==> src/rtl/bram_result_reader.sv <==
// bram_result_reader: reads packed result words from BRAM1, splits each word
// into LANE_WIDTH-bit lanes (most-significant lane first) and streams them out
// on a valid/ready interface. Control mirrors the accessor's
// start/run_count/idle/read/done handshake.
module bram_result_reader #(
    parameter int CNT_BIT    = 31,
    parameter int DWIDTH     = 64,
    parameter int AWIDTH     = 8,
    parameter int LANE_WIDTH = 16
) (
    input  logic                  clk,
    input  logic                  reset,
    input  logic                  start_run_i,
    input  logic [CNT_BIT-1:0]    run_count_i,
    output logic                  idle_o,
    output logic                  read_o,
    output logic                  done_o,
    output logic [AWIDTH-1:0]     addr_b1_o,
    output logic                  ce_b1_o,
    output logic                  we_b1_o,
    input  logic [DWIDTH-1:0]     q_b1_i,
    output logic [LANE_WIDTH-1:0] m_data_o,
    output logic                  m_valid_o,
    input  logic                  m_ready_i,
    output logic                  m_last_o
);

    localparam int LANES  = DWIDTH / LANE_WIDTH;
    localparam int LANE_W = (LANES > 1) ? $clog2(LANES) : 1;
    localparam logic [LANE_W-1:0] LAST_LANE = LANE_W'(LANES - 1);

    typedef enum logic [2:0] {
        IDLE,
        READ,
        LATCH,
        EMIT,
        DONE
    } state_t;

    state_t              state;
    logic [CNT_BIT-1:0]  count;
    logic [CNT_BIT-1:0]  word_cnt;
    logic [LANE_W-1:0]   lane;
    logic [DWIDTH-1:0]   word_reg;
    logic [DWIDTH-1:0]   word_shifted;
    logic [CNT_BIT:0]    word_cnt_next;
    logic                lane_accept;

    // One extra bit so word_cnt+1 cannot overflow before the compare.
    assign word_cnt_next = {1'b0, word_cnt} + (CNT_BIT + 1)'(1);
    assign lane_accept   = (state == EMIT) && m_ready_i;

    // Sequencer: start latch, BRAM read, word capture, lane emission, done pulse.
    always_ff @(posedge clk or posedge reset) begin
        if (reset) begin
            state    <= IDLE;
            count    <= '0;
            word_cnt <= '0;
            lane     <= '0;
            word_reg <= '0;
        end else begin
            // NOTE: non-blocking assignments keep every flop sampling the
            // pre-edge values, so the order of statements below is irrelevant.
            case (state)
                IDLE: begin
                    if (start_run_i) begin
                        if (run_count_i == '0) begin
                            state <= DONE;
                        end else begin
                            count    <= run_count_i;
                            word_cnt <= '0;
                            state    <= READ;
                        end
                    end
                end
                READ: begin
                    state <= LATCH;
                end
                LATCH: begin
                    word_reg <= q_b1_i;
                    lane     <= '0;
                    state    <= EMIT;
                end
                EMIT: begin
                    if (lane_accept) begin
                        if (lane == LAST_LANE) begin
                            word_cnt <= word_cnt_next[CNT_BIT-1:0];
                            state    <= (word_cnt_next < {1'b0, count}) ? READ : DONE;
                        end else begin
                            lane <= lane + LANE_W'(1);
                        end
                    end
                end
                DONE: begin
                    state <= IDLE;
                end
                default: begin
                    state <= IDLE;
                end
            endcase
        end
    end

    // Lane select: shift the chosen lane into the top bits of the word.
    assign word_shifted = word_reg << (int'(lane) * LANE_WIDTH);

    // Outputs are pure decodes of registered state, so m_ready_i never
    // reaches an output combinationally and reset clears them at once.
    assign idle_o    = (state == IDLE);
    assign read_o    = (state == READ) || (state == LATCH) || (state == EMIT);
    assign done_o    = (state == DONE);
    assign ce_b1_o   = (state == READ);
    assign we_b1_o   = 1'b0;
    assign addr_b1_o = (state == READ) ? word_cnt[AWIDTH-1:0] : '0;
    assign m_valid_o = (state == EMIT);
    assign m_data_o  = (state == EMIT) ? word_shifted[DWIDTH-1 -: LANE_WIDTH] : '0;
    assign m_last_o  = (state == EMIT) && (lane == LAST_LANE)
                       && (word_cnt == count - CNT_BIT'(1));

endmodule

==> config.mk <==
export PLATFORM = sky130hd
export DESIGN_NAME = bram_result_reader
export DESIGN_NICKNAME = d
export VERILOG_FILES = /design/src/rtl/bram_result_reader.sv
export SDC_FILE = /design/constraint.sdc
export NUM_CORES = 1
export LEC_CHECK = 0
export ABC_AREA = 1
export CORE_AREA = 2 2 188 98
export DETAILED_ROUTE_END_ITERATION = 8
export DIE_AREA = 0 0 190 100
export PLACE_DENSITY = 0.81
export SETUP_SLACK_MARGIN = 0.05
export SYNTH_ARGS = -nofsm -noshare
export SYNTH_HDL_FRONTEND = slang
export SYNTH_SLANG_ARGS = --single-unit
export TNS_END_PERCENT = 50
==> constraint.sdc <==
create_clock -name clk -period 6.2 [get_ports clk]
set_clock_uncertainty 0.2 [all_clocks]
set_input_delay 0.62 -clock clk [delete_from_list [all_inputs] [get_ports clk]]
set_output_delay 0.62 -clock clk [all_outputs]
set_load 0.005 [all_outputs]
; Word-level counts from Yosys, hierarchy flattened
; Cells that the tools add are included.
[totals]
inputBits = 99
ff_bits = 131
[op_classes]
bitwise = 1
reduce_logical = 13
n_lt_le_gt_ge = 1
add_sub_neg = 3
n_shift = 1
n_mux = 16
eq_ne = 11
[ops]
columns = cell, n
row1 = 31-bit two-way mux, 4
row2 = 64-bit by 6-bit << shifter with 64-bit output, 1
row3 = 31-bit case mux with 2 select lines, 1
row4 = 31-bit by 1-bit adder with 32-bit output (second input constant), 1
row5 = 32-bit by 31-bit less-than comparator with 1-bit output, 1
row6 = 31-bit == test, 1
row7 = 31-bit zero test, 1
row8 = 31-bit by 1-bit subtractor with 31-bit output (second input constant), 1
row9 = 16-bit two-way mux, 1
row10 = 3-bit two-way mux, 5
row11 = 3-bit case mux with 4 select lines, 1
row12 = 3-bit AND reduction, 3
row13 = 8-bit two-way mux, 1
row14 = 3-bit by 2-bit == test with 1-bit output (second input constant), 2
row15 = 2-bit inequality test (second input constant), 3
row16 = 5-bit AND reduction, 1
row17 = 2-bit two-way mux, 2
row18 = 2-bit by 1-bit inequality test with 1-bit output (second input constant), 2
row19 = 2-bit case mux with 2 select lines, 1
row20 = 2-bit nonzero test, 2
row21 = 3-bit by 1-bit == test with 1-bit output (second input constant), 1
row22 = 3-bit == test (second input constant), 1
row23 = 1-bit logical AND, 3
row24 = 3-bit zero test, 1
row25 = other kinds (4), 5

; Longest topological paths before layout
; Gate-level depths: netlist of the first run.
[depth]
word_depth = 6
ltp_mapped = 22
mapped_depth_nobuf = 21

; Worst setup path before layout of the first run
; OpenSTA, ideal clock, no wires.
[synth_timing]
kind = register to register
start = register word_cnt[0]
end = register state[0]
path_stages_with_launch = 20
synth_period_minus_slack_ns = 3.046
slack_ns = 3.154
t_arrival_ns = 2.723
setup_time_ns = 0.124
n_path_buf = 0
path_cell_list = dfrtp_1 -> ha_1 -> nand3_1 -> nor3_4 -> nand3_4 -> nor2_2 -> nand4_1 -> xor2_1 -> inv_1 -> ha_1 -> inv_1 -> nor3_1 -> nor3b_1 -> nand3_1 -> nor2_1 -> nand2_1 -> nand3_1 -> nand2_1 -> nand2_1 -> nand2_1
[synth_via]
elab_chain_len = 6
[synth_rtl]
columns = element, line_no
row1 = start: declaration, 42  ; logic [CNT_BIT-1:0] word_cnt;
row2 = start signal: assignment, 87  ; word_cnt <= word_cnt_next[CNT_BIT-1:0];
row3 = 31-bit by 1-bit adder with 32-bit output, 50  ; assign word_cnt_next = {1'b0, word_cnt} + (CNT_BIT + 1)'(1);
row4 = 32-bit by 31-bit less-than comparator with 1-bit output, 88  ; state <= (word_cnt_next < {1'b0, count}) ? READ : DONE;
row5 = 3-bit two-way mux, 88
row6 = 3-bit two-way mux, 86  ; if (lane == LAST_LANE) begin
row7 = 3-bit two-way mux, 85  ; if (lane_accept) begin
row8 = 3-bit case mux with 4 select lines, 64  ; case (state)
row9 = end signal: assignment, 88
row10 = end: declaration, 40  ; state_t state;
; Every way passes these cells. The select of a mux whose other input is x is not followed.
; A chain may end at the register's enable or synchronous reset.

; Worst setup path in the final report of the first run
[layout_timing]
start = register lane[1]
end = output m_last_o
[layout_via]
elab_chain_len = 3
[layout_rtl]
columns = element, line_no
row1 = start: declaration, 43  ; logic [LANE_W-1:0] lane;
row2 = start signal: assignment, 90  ; lane <= lane + LANE_W'(1);
row3 = 2-bit == test, 117  ; assign m_last_o = (state == EMIT) && (lane == LAST_LANE)
row4 = 1-bit logical AND, 117
row5 = 1-bit logical AND, 118  ; && (word_cnt == count - CNT_BIT'(1));
row6 = end: declaration, 25  ; output logic m_last_o
; Every way passes these cells.

==> impl_metrics.tcl, run 1 <==
set metrics [dict create \
    outcome "complete, no violations" \
    hold_viol 0 \
    synth.area.top_cells "dfrtp_1 39%, nand2_1 16%, inv_1 5.8%" \
    avgViaCountPerCell 5.35 \
    gp_congestion 0.961 \
    die_w_um 190 \
    r2r-end "state[2]" \
    fin_cells 1535 \
    synthCells 1174 \
    syn_area_um2 8480 \
    antenna_found_initial 0 \
    dp_hpwl_mm 20.2 \
    fin_util 0.594 \
    finalSetupTns_ns 0 \
    min_from "word_reg[61]" \
    ys_seq_area_frac 0.387 \
    core_area_um2 17600 \
    wl_per_cell_um 16.7 \
    power_frac_seq 0.334 \
    clock_latency_ns 0.42 \
    p_int_w 0.00255 \
    cts_buffer_depth 2 \
    drive_gt1_frac 0.0587 \
    cp-end-kind "primary output" \
    first_iter_violations 940 \
    hp-class "register to register" \
    p_comb_frac 0.450 \
    ys_ff_latch 131 \
    synth_warnings 0 \
    clkTransAtPathRegs_ns 0.06 \
    worst_pin_slew_ns 1.04 \
    post-cts-setup-buffers 0 \
    start_kind "register" \
    grt_pass1_wl_mm 40.2 \
    synthesis.nets 1307 \
    hold_buffers 0 \
    largest_reg_flops 64 \
    path_delay_family "simple AND/OR/NAND/NOR gates" \
    drc 0 \
    start_util 0.480 \
    synth_top_area_frac 0.387 \
    arrival_ns 3.47 \
    r2r_setup_slack_ns 2.41 \
    clock_sinks 131 \
    critPathKind "register to primary output" \
    swShare 0.461 \
    grt_max_degree 98 \
    crit_path_frequent_cell "nor2_1" \
    grt_pass1_vias 7439 \
    crit_chain "ha_1 > nand4_1 > nor2_1 > nand3_1 > nor2_1 > nand2_1 > nor2_1 > nand4_1 > nor2_1 > nand3_1 > nor2_1 > clkdlybuf4s50_1" \
    power.switching_w 0.00218 \
    maxCapViolations 0 \
    drtPass1Iterations 5 \
    setup_viol 0 \
    dp_cells 1503 \
    port_buffers 128 \
    num_io_pins 130 \
    cts_buffers 17 \
    max_freq_mhz 233 \
    syn2layout_area_growth_pct 23.7 \
    hold_depth 2 \
    finalPower_w 0.00472 \
    relSlewSlack 0.309 \
    p_leak_nw 4.90 \
    crit_path_top_delay_cell "dfrtp_1" \
    rsz0062_at_grt "false" \
    finalCritPeriodShare 0.691 \
    path_max_fanout 34 \
    gr-total-overflow 0 \
    synth.distinct_cells 41 \
    crit_buf_inv 1 \
    dieArea_um2 19000 \
    tritoncts "built" \
    crit_required_ns 5.38 \
    slowest_delay_ns 1.03 \
    avgSynthCellArea_um2 7.22 \
    root_buffer "clkbuf_16" \
    fp.dieH_um 100 \
    fp-row-count 35 \
    nets 1415 \
    yosys.area.top_type "dfrtp_1" \
    worst-r2r-cell-count 18 \
    cts_max_level 4 \
    finalMaxSlewViolations 0 \
    groute.usage.overall 0.276 \
    dr_total_vias 8205 \
    cts.repair.resized 0 \
    diodes 0 \
    postRouteAntennaNets 0 \
    power.density_nw_per_um2 450 \
    worst_r2r_startpoint "word_cnt[0]" \
    period_needed_ns 4.29 \
    min_to "word_reg[61]" \
    routed_wl_mm 25.7 \
    clkPwrFrac 0.216 \
    ir_worst_vdd_uv 230 \
]
-- worst max path at each step --
stage               cells after the start  slack, ns             from           end
detailed placement                     12       2.43          lane[1]      m_last_o
finish                                 12       1.91          lane[1]      m_last_o
CTS                                    12       1.98          lane[1]      m_last_o
global route                           12       1.60          lane[1]      m_last_o
global placement                       10       2.52  run_count_i[16]  word_cnt[17]
floorplan                               1       1.88            reset      count[0]
-- metal layers --
layer / global-route usage / share of wire
met5: 0 / 0
met4: 0.0268 / 0.0032
met3: 0.0864 / 0.12
met2: 0.349 / 0.37
met1: 0.458 / 0.51
-- cell families (layout without fill, tap and decap cells) --
kind of cell | count (synthesis) | count (layout) | synth area share
adders and majority gates | 34 | 34 | 0.0502
xor gates and xnor gates | 57 | 57 | 0.0589
buffers and inverters | 181 | 302 | 0.0849
other | 1 | 1 | 0.000442
DFF | 131 | 131 | 0.387
and+or+nand+nor | 576 | 576 | 0.297
AOI/OAI and AO/OA | 194 | 194 | 0.122
-- cell usage in the layout, fill, tap and decap left out, drive strengths merged --
cell           count
nand2            361
inv              148
dfrtp            131
clkdlybuf4s50    128
o21ai            119
nor2             107
a21oi             50
xor2              48
nand3             42
ha                34
nand4             22
nor3              19
o211ai            17
clkbuf            17
nor4              12
xnor2              9
nand3b             5
or2                5
buf                4
o31ai              3
clkinvlp           3
nor3b              2
o21bai             2
a211oi             2
and2               1
o21a               1
conb               1
clkinv             1
bufinv             1
-- synthesized netlist by cell type --
master / count
a211oi_1: 2
a21oi_1: 50
and2_1: 1
buf_1: 1
buf_2: 10
buf_4: 3
buf_6: 2
clkbuf_1: 26
clkbuf_2: 1
conb_1: 1
dfrtp_1: 131
ha_1: 34
inv_1: 131
inv_2: 7
nand2_1: 358
nand2_2: 3
nand3_1: 40
nand3_4: 2
nand3b_1: 5
nand4_1: 22
nor2_1: 93
nor2_2: 10
nor2_4: 4
nor3_1: 14
nor3_2: 3
nor3_4: 2
nor3b_1: 2
nor4_1: 9
nor4_2: 2
nor4_4: 1
o211ai_1: 17
o21a_1: 1
o21ai_0: 96
o21ai_1: 23
o21bai_1: 2
o31ai_1: 3
or2_0: 1
or2_1: 1
or2_2: 3
xnor2_1: 9
xor2_1: 48
-- worst min-delay path, cell delays in order, from the launching register on --
cell     delay [ns]
dfrtp_1        0.34
nand2_1        0.06
nand2_1        0.05
-- power by group through the flow --
stage / clock network (W) / registers [W] / logic [W]
after floorplan: 0 / 0.00141 / 0.00151
after global placement: 0 / 0.00155 / 0.00204
after detailed placement: 0 / 0.00157 / 0.00210
after CTS: 0.00103 / 0.00156 / 0.00211
after global routing: 0.00107 / 0.00162 / 0.00240
final: 0.00102 / 0.00158 / 0.00213
-- per-stage QoR --
stage / hold WS, ns / instance area (um^2) / worst slack (ns)
finish: 0.270 / 10500 / 1.91
global route: 0.293 / 10500 / 1.60
CTS: 0.270 / 10500 / 1.98
detailed placement: 0.254 / 9900 / 2.43
global placement: 0.248 / 9900 / 2.52
floorplan: 0.237 / 8480 / 1.88
-- final cells by class --
cell class / count / area (um^2)
repair buffers: 132 / 1310
flip-flops and latches: 131 / 3280
inverters: 138 / 520
fillers: 1619 / 7160
clock buffers: 17 / 425
multi-input cells: 862 / 4490
clock inverters: 15 / 159
well taps: 240 / 300
No activity file was read; power rests on OpenSTA's default activity.
==> run 2, diff against run 1 <==
Clock period 6.2 ns to 4.35 ns, I/O delays scaled along.
==> run 2 against run 1 <==
Against the previous run: cell count rose by 0.20%; wire length rose by 6.2%; die area did not move; register-to-register slack got worse by 1.5 ns; critical endpoint unchanged; largest power group unchanged; highest routed layer unchanged.
==> impl_metrics.tcl, run 2 (synthesis gave the netlist of run 1 again) <==
set metrics [dict create \
    dr_total_vias 8414 \
    final_cell_mix "358 x nand2_1, 130 x inv_1, 130 x dfrtp_1, 128 x clkdlybuf4s50_1, 96 x o21ai_0" \
    hold_depth 2 \
    root_buffer "clkbuf_16" \
    worst_pin_slew_ns 1.10 \
    cts_buffers 17 \
    cts.repair.resized 0 \
    r2r_setup_slack_ns 0.88 \
    gp_congestion 1.01 \
    crit_chain "inv_1 > ha_1 > nand2_1 > nor2_2 > nand3_4 > nor2_2 > nand2_1 > nor2_2 > nor2_1 > nor2_1 > nand2_1 > nor2_1 > nand3_1 > nor2_1 > clkdlybuf4s50_1" \
    hold_viol 0 \
    avgViaCountPerCell 5.47 \
    core_area_um2 17600 \
    clock_latency_ns 0.42 \
    crit_path_top_delay_cell "clkdlybuf4s50_1" \
    wl_per_cell_um 17.7 \
    routed_wl_mm 27.2 \
    arrival_ns 3.19 \
    groute.usage.overall 0.300 \
    hold_buffers 0 \
    p_leak_nw 4.95 \
    diodes 0 \
    syn2layout_area_growth_pct 24.7 \
    cts_max_level 4 \
    finalPower_w 0.00692 \
    first_iter_violations 1002 \
    fp.dieH_um 100 \
    min_from "word_reg[55]" \
    num_io_pins 130 \
    postRouteAntennaNets 0 \
    setup_viol 0 \
    finalSetupTns_ns 0 \
    finalCritPeriodShare 0.878 \
    drc 0 \
    route.met3.wl_mm 3.26 \
    clkTransAtPathRegs_ns 0.06 \
    die_w_um 190 \
    final_common_cell "nand2_1" \
    dp_hpwl_mm 21.1 \
    slowest_delay_ns 0.53 \
    path_max_fanout 7 \
    grt_pass1_wl_mm 43.1 \
    fin_util 0.599 \
    hp-class "register to register" \
    rsz0062_at_grt "false" \
    ir_worst_vdd_uv 372 \
    worst-r2r-cell-count 19 \
    maxCapViolations 0 \
    dieArea_um2 19000 \
    crit_buf_inv 2 \
    period_needed_ns 3.82 \
    worst_r2r_startpoint "word_cnt[0]" \
    relSlewSlack 0.267 \
    r2r-end "state[0]" \
    cts_buffer_depth 2 \
    drive_gt1_frac 0.0609 \
    crit_required_ns 3.71 \
    crit_path_frequent_cell "nor2_1" \
    fp-row-count 35 \
    power.density_nw_per_um2 655 \
    port_buffers 128 \
    path_delay_family "simple AND/OR/NAND/NOR gates" \
    grt_max_degree 98 \
    clock_sinks 131 \
    min_to "word_reg[55]" \
    start_util 0.480 \
    finalMaxSlewViolations 0 \
    antenna_found_initial 0 \
    max_freq_mhz 262 \
    post-cts-setup-buffers 0 \
    nets 1418 \
    start_kind "register" \
    wl_met2_mm 9.67 \
    met1_length_mm 14.1 \
    grt_pass1_vias 7821 \
    dr.max_layer_used "met4" \
    largest_reg_flops 64 \
    gr-total-overflow 0 \
    drtPass1Iterations 6 \
    tritoncts "built" \
    critPathKind "register to primary output" \
    cp-end-kind "primary output" \
    outcome "complete, no violations" \
]
run 2: per-stage QoR:
step / cells / hold slack, ns / cell area (um^2) / setup slack (ns)
after floorplan: 1174 / 0.237 / 8480 / 0.217
after global placement: 1506 / 0.248 / 9940 / 1.02
after detailed placement: 1506 / 0.254 / 9940 / 0.919
after CTS: 1538 / 0.268 / 10600 / 0.589
after global routing: 1538 / 0.290 / 10600 / 0.243
final: 1538 / 0.266 / 10600 / 0.530
run 2: metal layers:
layer,vias to the layer above,global-route usage
met1,3953,0.501
li1,4001,-
met4,0,0.0489
met3,25,0.0804
met2,435,0.374
met5,-,0
run 2: final cells by class:
| type | count | area [um^2] |
|---|---|---|
| clock inverter | 12 | 168 |
| tap | 240 | 300 |
| sequential | 131 | 3280 |
| inverter | 138 | 520 |
| timing repair buffer | 135 | 1350 |
| clock buffer | 20 | 467 |
| fill | 1581 | 7070 |
| multi-input combinational | 862 | 4490 |
run 2: worst max-delay path by stage:
stage | from | endpoint | slack, ns | cells after the start
detailed placement | word_cnt[0] | state[0] | 0.92 | 19
floorplan | reset | count[0] | 0.22 | 1
finish | count[0] | m_last_o | 0.53 | 15
CTS | count[0] | m_last_o | 0.59 | 15
global placement | word_cnt[0] | state[0] | 1.02 | 19
global route | count[0] | m_last_o | 0.24 | 15
run 2: worst reg2reg max path: stages, from the launching register on:
cell,delay [ns]
dfrtp_1,0.42
ha_1,0.21
nand3_1,0.18
nor3_4,0.27
nand3_4,0.18
nor2_2,0.18
nand4_1,0.13
xor2_1,0.20
inv_1,0.06
ha_1,0.27
inv_1,0.03
nor3_1,0.21
nor3b_1,0.29
nand3_1,0.11
nor2_1,0.11
nand2_1,0.07
nand3_1,0.08
nand2_1,0.05
nand2_1,0.05
nand2_1,0.04
run 2: power breakdown:
part | leakage (nW) | internal (W) | switching (W)
Sequential | 1.66 | 0.00172 | 0.000437
Clock | 0.308 | 0.000960 | 0.000602
Combinational | 2.98 | 0.00111 | 0.00209
Total | 4.95 | 0.00379 | 0.00313
